$ cat src/rtl/fetch_pc_pkg.sv
// fetch_pc_pkg: state encoding, default vectors and alignment helper shared by the fetch PC unit.
package fetch_pc_pkg;
    typedef enum logic [1:0] {ST_IDLE, ST_RUN, ST_BUBBLE, ST_HALT} state_t;
    localparam logic [31:0] DEF_RESET_PC    = 32'h0000_0000;
    localparam logic [31:0] DEF_EXC_VEC     = 32'h0000_0080;
    localparam int          DEF_INSTR_BYTES = 4;
    localparam int          ALIGN_LSB       = $clog2(DEF_INSTR_BYTES);
    function automatic int align_lsb(input int bytes);
        return $clog2(bytes);
    endfunction
endpackage

$ cat src/rtl/fetch_pc_next.sv
// fetch_pc_next: combinational next-PC / next-state priority select for the fetch PC unit.
// Alignment handling depends on FETCH_PC_ALIGN_CHECK_EN (trap misaligned redirects) vs. masking.
module fetch_pc_next import fetch_pc_pkg::*; #(
    parameter int              PC_W        = 32,
    parameter logic [PC_W-1:0] EXC_VEC     = PC_W'(DEF_EXC_VEC),
    parameter int              INSTR_BYTES = 4,
    parameter int              BUBBLE_CYC  = 1
) (
    input  state_t          i_state,
    input  logic [PC_W-1:0] i_pc,
    input  logic [3:0]      i_bub,
    input  logic            i_stall,
    input  logic            i_fetch_ready,
    input  logic            i_redirect_valid,
    input  logic [PC_W-1:0] i_redirect_pc,
    input  logic            i_exc_req,
    input  logic            i_halt_req,
    output state_t          o_state,
    output logic [PC_W-1:0] o_pc,
    output logic [PC_W-1:0] o_pc_plus,
    output logic [3:0]      o_bub,
    output logic            o_fetch_valid,
    output logic            o_count_en,
    output logic            o_flush
`ifdef FETCH_PC_ALIGN_CHECK_EN
    ,
    output logic            o_misalign
`endif
);
    localparam logic [PC_W-1:0] LOW_MASK = PC_W'((64'd1 << align_lsb(INSTR_BYTES)) - 64'd1);
    logic            w_fire;
    logic            w_redir;
    logic [PC_W-1:0] w_target;
    assign o_pc_plus     = i_pc + PC_W'(INSTR_BYTES);
    assign o_fetch_valid = (i_state == ST_RUN) & ~i_stall;
    assign w_fire        = o_fetch_valid & i_fetch_ready;
    assign w_redir       = i_exc_req | i_redirect_valid;
    assign o_flush       = w_redir;
`ifdef FETCH_PC_ALIGN_CHECK_EN
    logic w_bad;
    assign w_bad      = ~i_exc_req & (|(i_redirect_pc & LOW_MASK));
    assign o_misalign = i_redirect_valid & w_bad;
    assign w_target   = (i_exc_req | w_bad) ? EXC_VEC : i_redirect_pc;
`else
    assign w_target   = i_exc_req ? EXC_VEC : (i_redirect_pc & ~LOW_MASK);
`endif
    always_comb begin
        o_pc       = i_pc;
        o_state    = i_state;
        o_bub      = i_bub;
        o_count_en = 1'b0;
        if (w_redir) begin
            o_pc    = w_target;
            o_state = ST_BUBBLE;
            o_bub   = 4'(BUBBLE_CYC);
        end else if (i_state == ST_IDLE) begin
            o_state = ST_RUN;
        end else if (i_state == ST_BUBBLE) begin
            o_bub   = i_bub - 4'd1;
            o_state = (i_bub <= 4'd1) ? ST_RUN : ST_BUBBLE;
        end else if (i_state == ST_RUN && i_halt_req) begin
            o_state = ST_HALT;
        end else if (w_fire) begin
            o_pc       = o_pc_plus;
            o_count_en = 1'b1;
        end
    end
endmodule

$ cat src/rtl/fetch_pc_unit.sv
// fetch_pc_unit: IF-stage program counter with imem handshake, stall, redirect, exception, halt and bubble.
// Optional FETCH_PC_ALIGN_CHECK_EN adds the misalign output and traps misaligned redirect targets.
module fetch_pc_unit import fetch_pc_pkg::*; #(
    parameter int              PC_W        = 32,
    parameter logic [PC_W-1:0] RESET_PC    = PC_W'(DEF_RESET_PC),
    parameter logic [PC_W-1:0] EXC_VEC     = PC_W'(DEF_EXC_VEC),
    parameter int              INSTR_BYTES = 4,
    parameter int              BUBBLE_CYC  = 1,
    parameter int              CNT_W       = 32
) (
    input  logic             clk,
    input  logic             rst,
    input  logic             fetch_ready,
    input  logic             stall,
    input  logic             redirect_valid,
    input  logic [PC_W-1:0]  redirect_pc,
    input  logic             exc_req,
    input  logic             halt_req,
    output logic [PC_W-1:0]  pc,
    output logic [PC_W-1:0]  pc_plus,
    output logic             fetch_valid,
    output logic             flush,
    output logic [CNT_W-1:0] fetch_count
`ifdef FETCH_PC_ALIGN_CHECK_EN
    ,
    output logic             misalign
`endif
);
    state_t           r_state;
    state_t           w_state;
    logic [PC_W-1:0]  r_pc;
    logic [PC_W-1:0]  w_pc;
    logic [3:0]       r_bub;
    logic [3:0]       w_bub;
    logic [CNT_W-1:0] r_count;
    logic             r_flush;
    logic             w_flush;
    logic             w_count_en;
`ifdef FETCH_PC_ALIGN_CHECK_EN
    logic             r_misalign;
    logic             w_misalign;
    assign misalign = r_misalign;
`endif
    fetch_pc_next #(
        .PC_W(PC_W), .EXC_VEC(EXC_VEC), .INSTR_BYTES(INSTR_BYTES), .BUBBLE_CYC(BUBBLE_CYC)
    ) u_next (
        .i_state(r_state), .i_pc(r_pc), .i_bub(r_bub), .i_stall(stall),
        .i_fetch_ready(fetch_ready), .i_redirect_valid(redirect_valid),
        .i_redirect_pc(redirect_pc), .i_exc_req(exc_req), .i_halt_req(halt_req),
        .o_state(w_state), .o_pc(w_pc), .o_pc_plus(pc_plus), .o_bub(w_bub),
        .o_fetch_valid(fetch_valid), .o_count_en(w_count_en), .o_flush(w_flush)
`ifdef FETCH_PC_ALIGN_CHECK_EN
        , .o_misalign(w_misalign)
`endif
    );
    always_ff @(posedge clk) begin
        if (rst) begin
            r_pc       <= RESET_PC;
            r_state    <= ST_IDLE;
            r_bub      <= 4'd0;
            r_count    <= '0;
            r_flush    <= 1'b0;
`ifdef FETCH_PC_ALIGN_CHECK_EN
            r_misalign <= 1'b0;
`endif
        end else begin
            r_pc       <= w_pc;
            r_state    <= w_state;
            r_bub      <= w_bub;
            r_count    <= w_count_en ? r_count + CNT_W'(1) : r_count;
            r_flush    <= w_flush;
`ifdef FETCH_PC_ALIGN_CHECK_EN
            r_misalign <= w_misalign;
`endif
        end
    end
    assign pc          = r_pc;
    assign flush       = r_flush;
    assign fetch_count = r_count;
endmodule
$ cat config.mk
export PLATFORM = sky130hd
export DESIGN_NAME = fetch_pc_unit
export DESIGN_NICKNAME = d
export VERILOG_FILES = /design/src/rtl/fetch_pc_pkg.sv /design/src/rtl/fetch_pc_next.sv /design/src/rtl/fetch_pc_unit.sv
export SDC_FILE = /design/constraint.sdc
export NUM_CORES = 1
export LEC_CHECK = 0
export ABC_AREA = 0
export ABC_CLOCK_PERIOD_IN_PS = 2700
export CAP_MARGIN = 20
export CORE_MARGIN = 2
export CORE_UTILIZATION = 30
export DETAILED_ROUTE_END_ITERATION = 12
export PLACE_DENSITY_LB_ADDON = 0.12
export SYNTH_ARGS = -nofsm -noshare
export SYNTH_HDL_FRONTEND = slang
export SYNTH_SLANG_ARGS = --single-unit
$ cat constraint.sdc
create_clock -name clk -period 2.7 [get_ports clk]
set_input_delay 0.54 -clock clk [delete_from_list [all_inputs] [get_ports clk]]
set_output_delay 0.54 -clock clk [all_outputs]
set_load 0.02 [all_outputs]
==> impl_metrics.json, run 1 <==
{
  "status": "complete, no violations",
  "drv_cap": 0,
  "cts_hold_buffers": 0,
  "fin_total_pwr_mw": 2.50,
  "synthTopCellsByArea": "dfxtp_1 33%, xnor2_1 8.8%, nand2_1 5.5%",
  "wl_um": 13800,
  "setup_viol": 0,
  "fmax_ghz": 0.377,
  "clk_pin_slew_worst_paths_ns": 0.06,
  "clkSinkCount": 69,
  "vias_per_cell": 4.96,
  "fillers": 1355,
  "die_y_um": 122,
  "antenna_found_initial": 0,
  "synth-compound-area-share": 0.135,
  "grt_overflow": 0,
  "critPathKind": "flop to output pin",
  "internal_power_mw": 1.84,
  "syn-cell-area_um2": 4160,
  "clkPwrFrac": 0.448,
  "multi_input_area_um2": 2660,
  "finish.instance_area_um2": 6350,
  "synth_top_family_by_area": "simple AND/OR/NAND/NOR gates",
  "place.gp.congestion": 0.809,
  "num_vias": 4326,
  "synth_cell_types": 51,
  "grt_usage": 0.186,
  "p_comb_frac": 0.128,
  "critPathTopFamily": "simple AND/OR/NAND/NOR gates",
  "worstPathRequired_ns": 2.16,
  "cts_tree": "built",
  "yosysTopAreaCellShare": 0.332,
  "synth_fa_ha_area_frac": 0.0120,
  "synth_flop_cell": "dfxtp_1",
  "crit_slowest_cell": "or3_4",
  "nNetsFinal": 730,
  "path_buf_inv": 1,
  "synthToLayoutAreaGrowth_pct": 52.7,
  "reg2reg_to": "fetch_count[28]",
  "arrival_ns": 2.11,
  "crit_path_end_kind": "output pin",
  "core_um2": 13700,
  "finish.utilization": 0.463,
  "clockBufferDepth": 2,
  "async_reset_ff_frac": 0,
  "ios": 137,
  "detail_route.iter0.violations": 220,
  "critPathLaunch": "pc[7]",
  "cts-root-buf": "clkbuf_16",
  "sequentialPowerShare": 0.424,
  "grt_pass1_wl_um": 21700,
  "placed_area_um2": 6010,
  "synth_xor_area_frac": 0.135,
  "die_x_um": 122,
  "reg2reg_depth": 5,
  "synth_edf_count": 0,
  "skew_ns": 0.00687,
  "synth_seq_area_share": 0.332,
  "crit_end": "pc_plus[30]",
  "synth-simple-area-share": 0.318,
  "start_kind": "flop",
  "placedCellCount": 853,
  "power.net_switching_mw": 0.654,
  "htreeDepth": 3,
  "worstMarginPinSlew_ns": 0.513,
  "start_util": 0.303,
  "port_buffers": 130,
  "finalHoldViolations": 0,
  "fp-row-count": 43,
  "synth_top_cell_by_area": "dfxtp_1",
  "synth-seq-cells": 69,
  "clkLatencyLatePin_ns": 0.34,
  "wl_per_cell_um": 15.8,
  "r2r_slack_ns": 0.70,
  "final.period_utilization": 0.982,
  "avgSynthCellArea_um2": 8.08,
  "crit_fanout": 4,
  "sw_frac_of_total": 0.262,
  "firstDrtPassIters": 4,
  "hold_path.class": "flop to flop",
  "grt_pass1_vias": 4111,
  "grt_max_degree": 37,
  "place_hpwl_um": 10400,
  "drc": 0,
  "relSlewSlack": 0.657,
  "powerDensity_nw_per_um2": 393,
  "drv_slew": 0,
  "die_area_um2": 14800,
  "yosys_warnings": 0,
  "crit_chain": "and4_4 > nand3_4 > or3_4 > nor3_4 > xor2_2 > buf_6",
  "min_period_ns": 2.65,
  "synth_cells": 515,
  "peakVddDrop_v": 0.000256,
  "slowest_delay_ns": 0.43,
  "final-seq-area_um2": 1390,
  "crit_cells": 6,
  "synthMuxAreaShare": 0.0144,
  "fin_cells": 872,
  "drive_gt1_frac": 0.197,
  "cts_buffers": 9,
  "p_leak_nw": 2.45,
  "antennaDiodeCount": 0,
  "drt.antenna.violating_nets": 0,
  "worstReg2RegStart": "fetch_count[3]"
}
==> through the flow <==
step | worst slack [ns] | hold slack, ns | TNS, ns
floorplan | 0.0534 | 0.480 | 0
global placement | -0.0458 | 0.482 | -0.0637
detailed placement | -0.0767 | 0.496 | -0.150
CTS | -0.0619 | 0.511 | -0.0619
global route | -0.0189 | 0.534 | -0.0429
finish | 0.0478 | 0.512 | 0
==> cell usage after synthesis (6+ instances only) <==
cell       n
mux2i_1    6
clkbuf_1  18
o21ai_0   27
nor2_1    44
dfxtp_1   69
xor2_1    22
xnor2_1   42
and4_1     7
a32o_1     6
and3_1     7
nand2_1   61
or3_1      7
nand4_1   17
inv_1     11
nand3_1   20
nor3_1    19
a211oi_1  10
nor4_1    14
buf_2     15
a21oi_1   25
==> area by class of cell <==
cell class | instances | area share
Inverter | 11 | 0.00650
Timing Repair Buffer | 196 | 0.278
Clock buffer | 11 | 0.0382
Tap cell | 180 | 0.0354
Sequential cell | 69 | 0.218
Clock inverter | 5 | 0.00551
Multi-Input combinational cell | 400 | 0.418
==> sequential cells by signal, summed over array words and instances (netlist names) <==
register     cells
r_state          2
flush            1
fetch_count     32
r_bub            4
pc              30
==> metal layers <==
layer	global-route usage	wire length [um]
met1	0.260	6570
met2	0.288	6200
met3	0.0290	773
met4	0.0747	251
met5	0	0
==> worst min path at each step <==
stage                    startpoint              end  slack (ns)  depth (start not counted)
floorplan                  r_bub[3]         r_bub[3]        0.48                          2
CTS                  fetch_count[5]   fetch_count[5]        0.51                          2
global route        fetch_count[15]  fetch_count[15]        0.53                          2
global placement     fetch_count[5]   fetch_count[5]        0.48                          2
detailed placement   fetch_count[5]   fetch_count[5]        0.50                          2
finish               fetch_count[5]   fetch_count[5]        0.51                          2
==> cell usage in the layout (no fill, tap or decap), types with 19 or more instances in the layout <==
cell / netlist / layout
xor2_1: 22 / 21
a21oi_1: 25 / 25
dfxtp_1: 69 / 64
xnor2_1: 42 / 41
buf_4: 5 / 66
clkdlybuf4s50_1: 0 / 105
nor2_1: 44 / 44
nand2_1: 61 / 61
o21ai_0: 27 / 27
nand3_1: 20 / 19
==> repair_timing <==
action | 4_1_cts | 5_1_grt
setup buffers | 2 | 1
resized for setup | 55 | 29
endpoints found under the setup margin | 22 | 21
hold endpoints to repair | 0 | 0
pin swaps | 1 | 4
==> tightest hold or removal path: stages, from the launching register on <==
cell and delay (ns):
dfxtp_1 0.32, o21ai_0 0.08, a21oi_1 0.06
==> kinds of logic after synthesis <==
group | after synthesis
xor gates and xnor gates | 64
AOI/OAI and AO/OA | 89
muxes | 6
adders and majority gates | 4
other | 1
buffers and inverters | 49
DFF | 69
and+or+nand+nor | 233
==> power groups by stage <==
stage / Clock [mW] / Sequential (mW) / Combinational [mW]
floorplan: 0 / 1.10 / 0.137
global placement: 0 / 1.08 / 0.322
detailed placement: 0 / 1.08 / 0.325
CTS: 1.15 / 1.06 / 0.323
global route: 1.19 / 1.06 / 0.348
finish: 1.12 / 1.06 / 0.320
(Power assumes the default switching activity.)
==> run 2, diff against run 1 <==
--- a/config.mk
+++ b/config.mk
@@ -6,7 +6,7 @@
 export NUM_CORES = 1
 export LEC_CHECK = 0
 export ABC_AREA = 0
-export ABC_CLOCK_PERIOD_IN_PS = 2700
+export ABC_CLOCK_PERIOD_IN_PS = 2900
 export CAP_MARGIN = 20
 export CORE_MARGIN = 2
 export CORE_UTILIZATION = 30
==> constraint.sdc (replaced) <==
create_clock -name clk -period 2.9 [get_ports clk]
set_input_delay 0.58 -clock clk [delete_from_list [all_inputs] [get_ports clk]]
set_output_delay 0.58 -clock clk [all_outputs]
set_load 0.02 [all_outputs]
==> impl_metrics.json, run 2 (same netlist as run 1, synthesis figures left out) <==
{
  "internal_power_mw": 1.82,
  "grt_max_degree": 38,
  "worstHoldStart": "fetch_count[5]",
  "worstPathRequired_ns": 2.32,
  "firstDrtPassIters": 5,
  "antenna_found_initial": 0,
  "clockBufferDepth": 2,
  "p_comb_frac": 0.122,
  "crit_path_end_kind": "output pin",
  "fp-row-count": 43,
  "drv_cap": 0,
  "drt.antenna.violating_nets": 0,
  "cts_tree": "built",
  "htreeDepth": 3,
  "die_area_um2": 14800,
  "final.period_utilization": 0.974,
  "grt_usage": 0.187,
  "finish.instance_area_um2": 6290,
  "skew_ns": 0.00820,
  "r2r_slack_ns": 0.89,
  "arrival_ns": 2.24,
  "power.net_switching_mw": 0.609,
  "sw_frac_of_total": 0.251,
  "start_kind": "flop",
  "powerDensity_nw_per_um2": 386,
  "cts-root-buf": "clkbuf_16",
  "drv_slew": 0,
  "min_period_ns": 2.82,
  "slowest_delay_ns": 0.43,
  "place_hpwl_um": 10300,
  "worstMarginPinSlew_ns": 0.547,
  "critPathTopFamily": "simple AND/OR/NAND/NOR gates",
  "drc": 0,
  "port_buffers": 130,
  "start_util": 0.303,
  "grt_pass1_vias": 4048,
  "setup_viol": 0,
  "rsz0062_at_grt": "true",
  "peakVddDrop_v": 0.000249,
  "crit_slowest_cell": "dfxtp_1",
  "final_cell_mix": "106 x clkdlybuf4s50_1, 69 x dfxtp_1, 61 x nand2_1",
  "crit_fanout": 7,
  "nNetsFinal": 719,
  "grt_overflow": 0,
  "fmax_ghz": 0.354,
  "clkLatencyLatePin_ns": 0.33,
  "place.gp.congestion": 0.831,
  "whs_ns": 0.498,
  "fin_total_pwr_mw": 2.43,
  "grt_most_used_layer": "met2",
  "placed_area_um2": 5920,
  "clk_pin_slew_worst_paths_ns": 0.06,
  "reg2reg_depth": 5,
  "num_vias": 4289,
  "status": "complete, no violations",
  "clkPwrFrac": 0.473,
  "clkSinkCount": 69,
  "largest_reg_flops": 32,
  "die_y_um": 122,
  "critPathKind": "flop to output pin",
  "relSlewSlack": 0.635,
  "core_um2": 13700,
  "die_x_um": 122,
  "wl_per_cell_um": 16.1,
  "hold_depth": 2,
  "p_leak_nw": 2.47,
  "cts_buffers": 9,
  "holdPathEnd": "fetch_count[5]",
  "use_met2": 0.298,
  "fillers": 1380,
  "antennaDiodeCount": 0,
  "sequentialPowerShare": 0.405,
  "drive_gt1_frac": 0.160,
  "final_common_cell": "clkdlybuf4s50_1",
  "worstReg2RegStart": "fetch_count[7]",
  "detail_route.iter0.violations": 253,
  "grt_use_met3": 0.0365,
  "grt_pass1_wl_um": 21600,
  "hold_path.class": "flop to flop",
  "crit_chain": "and3_2 > nand4_4 > nor4_2 > xor2_1 > dlygate4sd2_1",
  "ios": 137,
  "finish.utilization": 0.458,
  "path_buf_inv": 1,
  "finalHoldViolations": 0,
  "gr-usage-met1": 0.256,
  "reg2reg_to": "fetch_count[29]",
  "synthToLayoutAreaGrowth_pct": 51.1,
  "wl_um": 13900,
  "vias_per_cell": 4.98
}
## run 2: cell types whose count changed in the layout (fill, tap and decap cells not counted), moves of 2 or more
cell / previous run / this run
buf_4: 66 / 55
buf_2: 6 / 1
dfxtp_1: 64 / 69
dfxtp_2: 5 / 0
dlymetal6s2s_1: 3 / 8
clkdlybuf4s15_2: 3 / 0
clkbuf_2: 3 / 5
## run 2: tightest hold or removal path: stages, from the launching register on
cell and delay [ns]:
dfxtp_1 0.32, o21ai_0 0.07, a21oi_1 0.06
## run 2: repair_timing
item | 4_1_cts | 5_1_grt
gates resized for setup | 20 | 29
cloned | 0 | 0
buffers inserted | 3 | 0
setup endpoints to repair | 20 | 14
hold buffers | 0 | 0
pin swaps | 1 | 0
## run 2: per-stage QoR
step | std cells | worst slack [ns] | setup TNS, ns
floorplan | 518 | 0.151 | 0
global placement | 842 | 0.0911 | 0
detailed placement | 842 | 0.0935 | 0
CTS | 861 | -0.138 | -0.274
global route | 861 | -0.0680 | -0.0680
finish | 861 | 0.0767 | 0
## run 2: power groups by stage
stage	Clock (mW)	Combinational, mW	Sequential, mW
3_5_place_dp	0	0.303	1.00
6_report	1.15	0.297	0.984
3_3_place_gp	0	0.299	1.00
4_1_cts	1.18	0.301	0.983
5_1_grt	1.22	0.320	0.986
2_1_floorplan	0	0.127	1.02
## run 2: worst max path at each step
stage / from / end / cells after the start
after floorplan: pc[2] / pc_plus[30] / 8
after global placement: pc[2] / pc_plus[30] / 7
after detailed placement: pc[2] / pc_plus[30] / 7
after CTS: pc[2] / pc_plus[26] / 7
after global routing: pc[12] / pc_plus[29] / 5
final: pc[12] / pc_plus[29] / 5
## run 2: layer usage
metal  routed length, um  up-vias  share of wire
li1                    -     2140              -
met2                6510      115           0.47
met4                 137        0         0.0099
met1                6640     2023           0.48
met5                   0        -              0
met3                 609       11          0.044
## run 2: final cells by class
cell class	instances	area [um^2]	area share
multi-input combinational	400	2630	0.417
timing repair buffer	185	1710	0.271
sequential	69	1380	0.220
clock buffer	11	253	0.0402
tap	180	225	0.0358
clock inverter	5	58.8	0.00935
inverter	11	41.3	0.00656
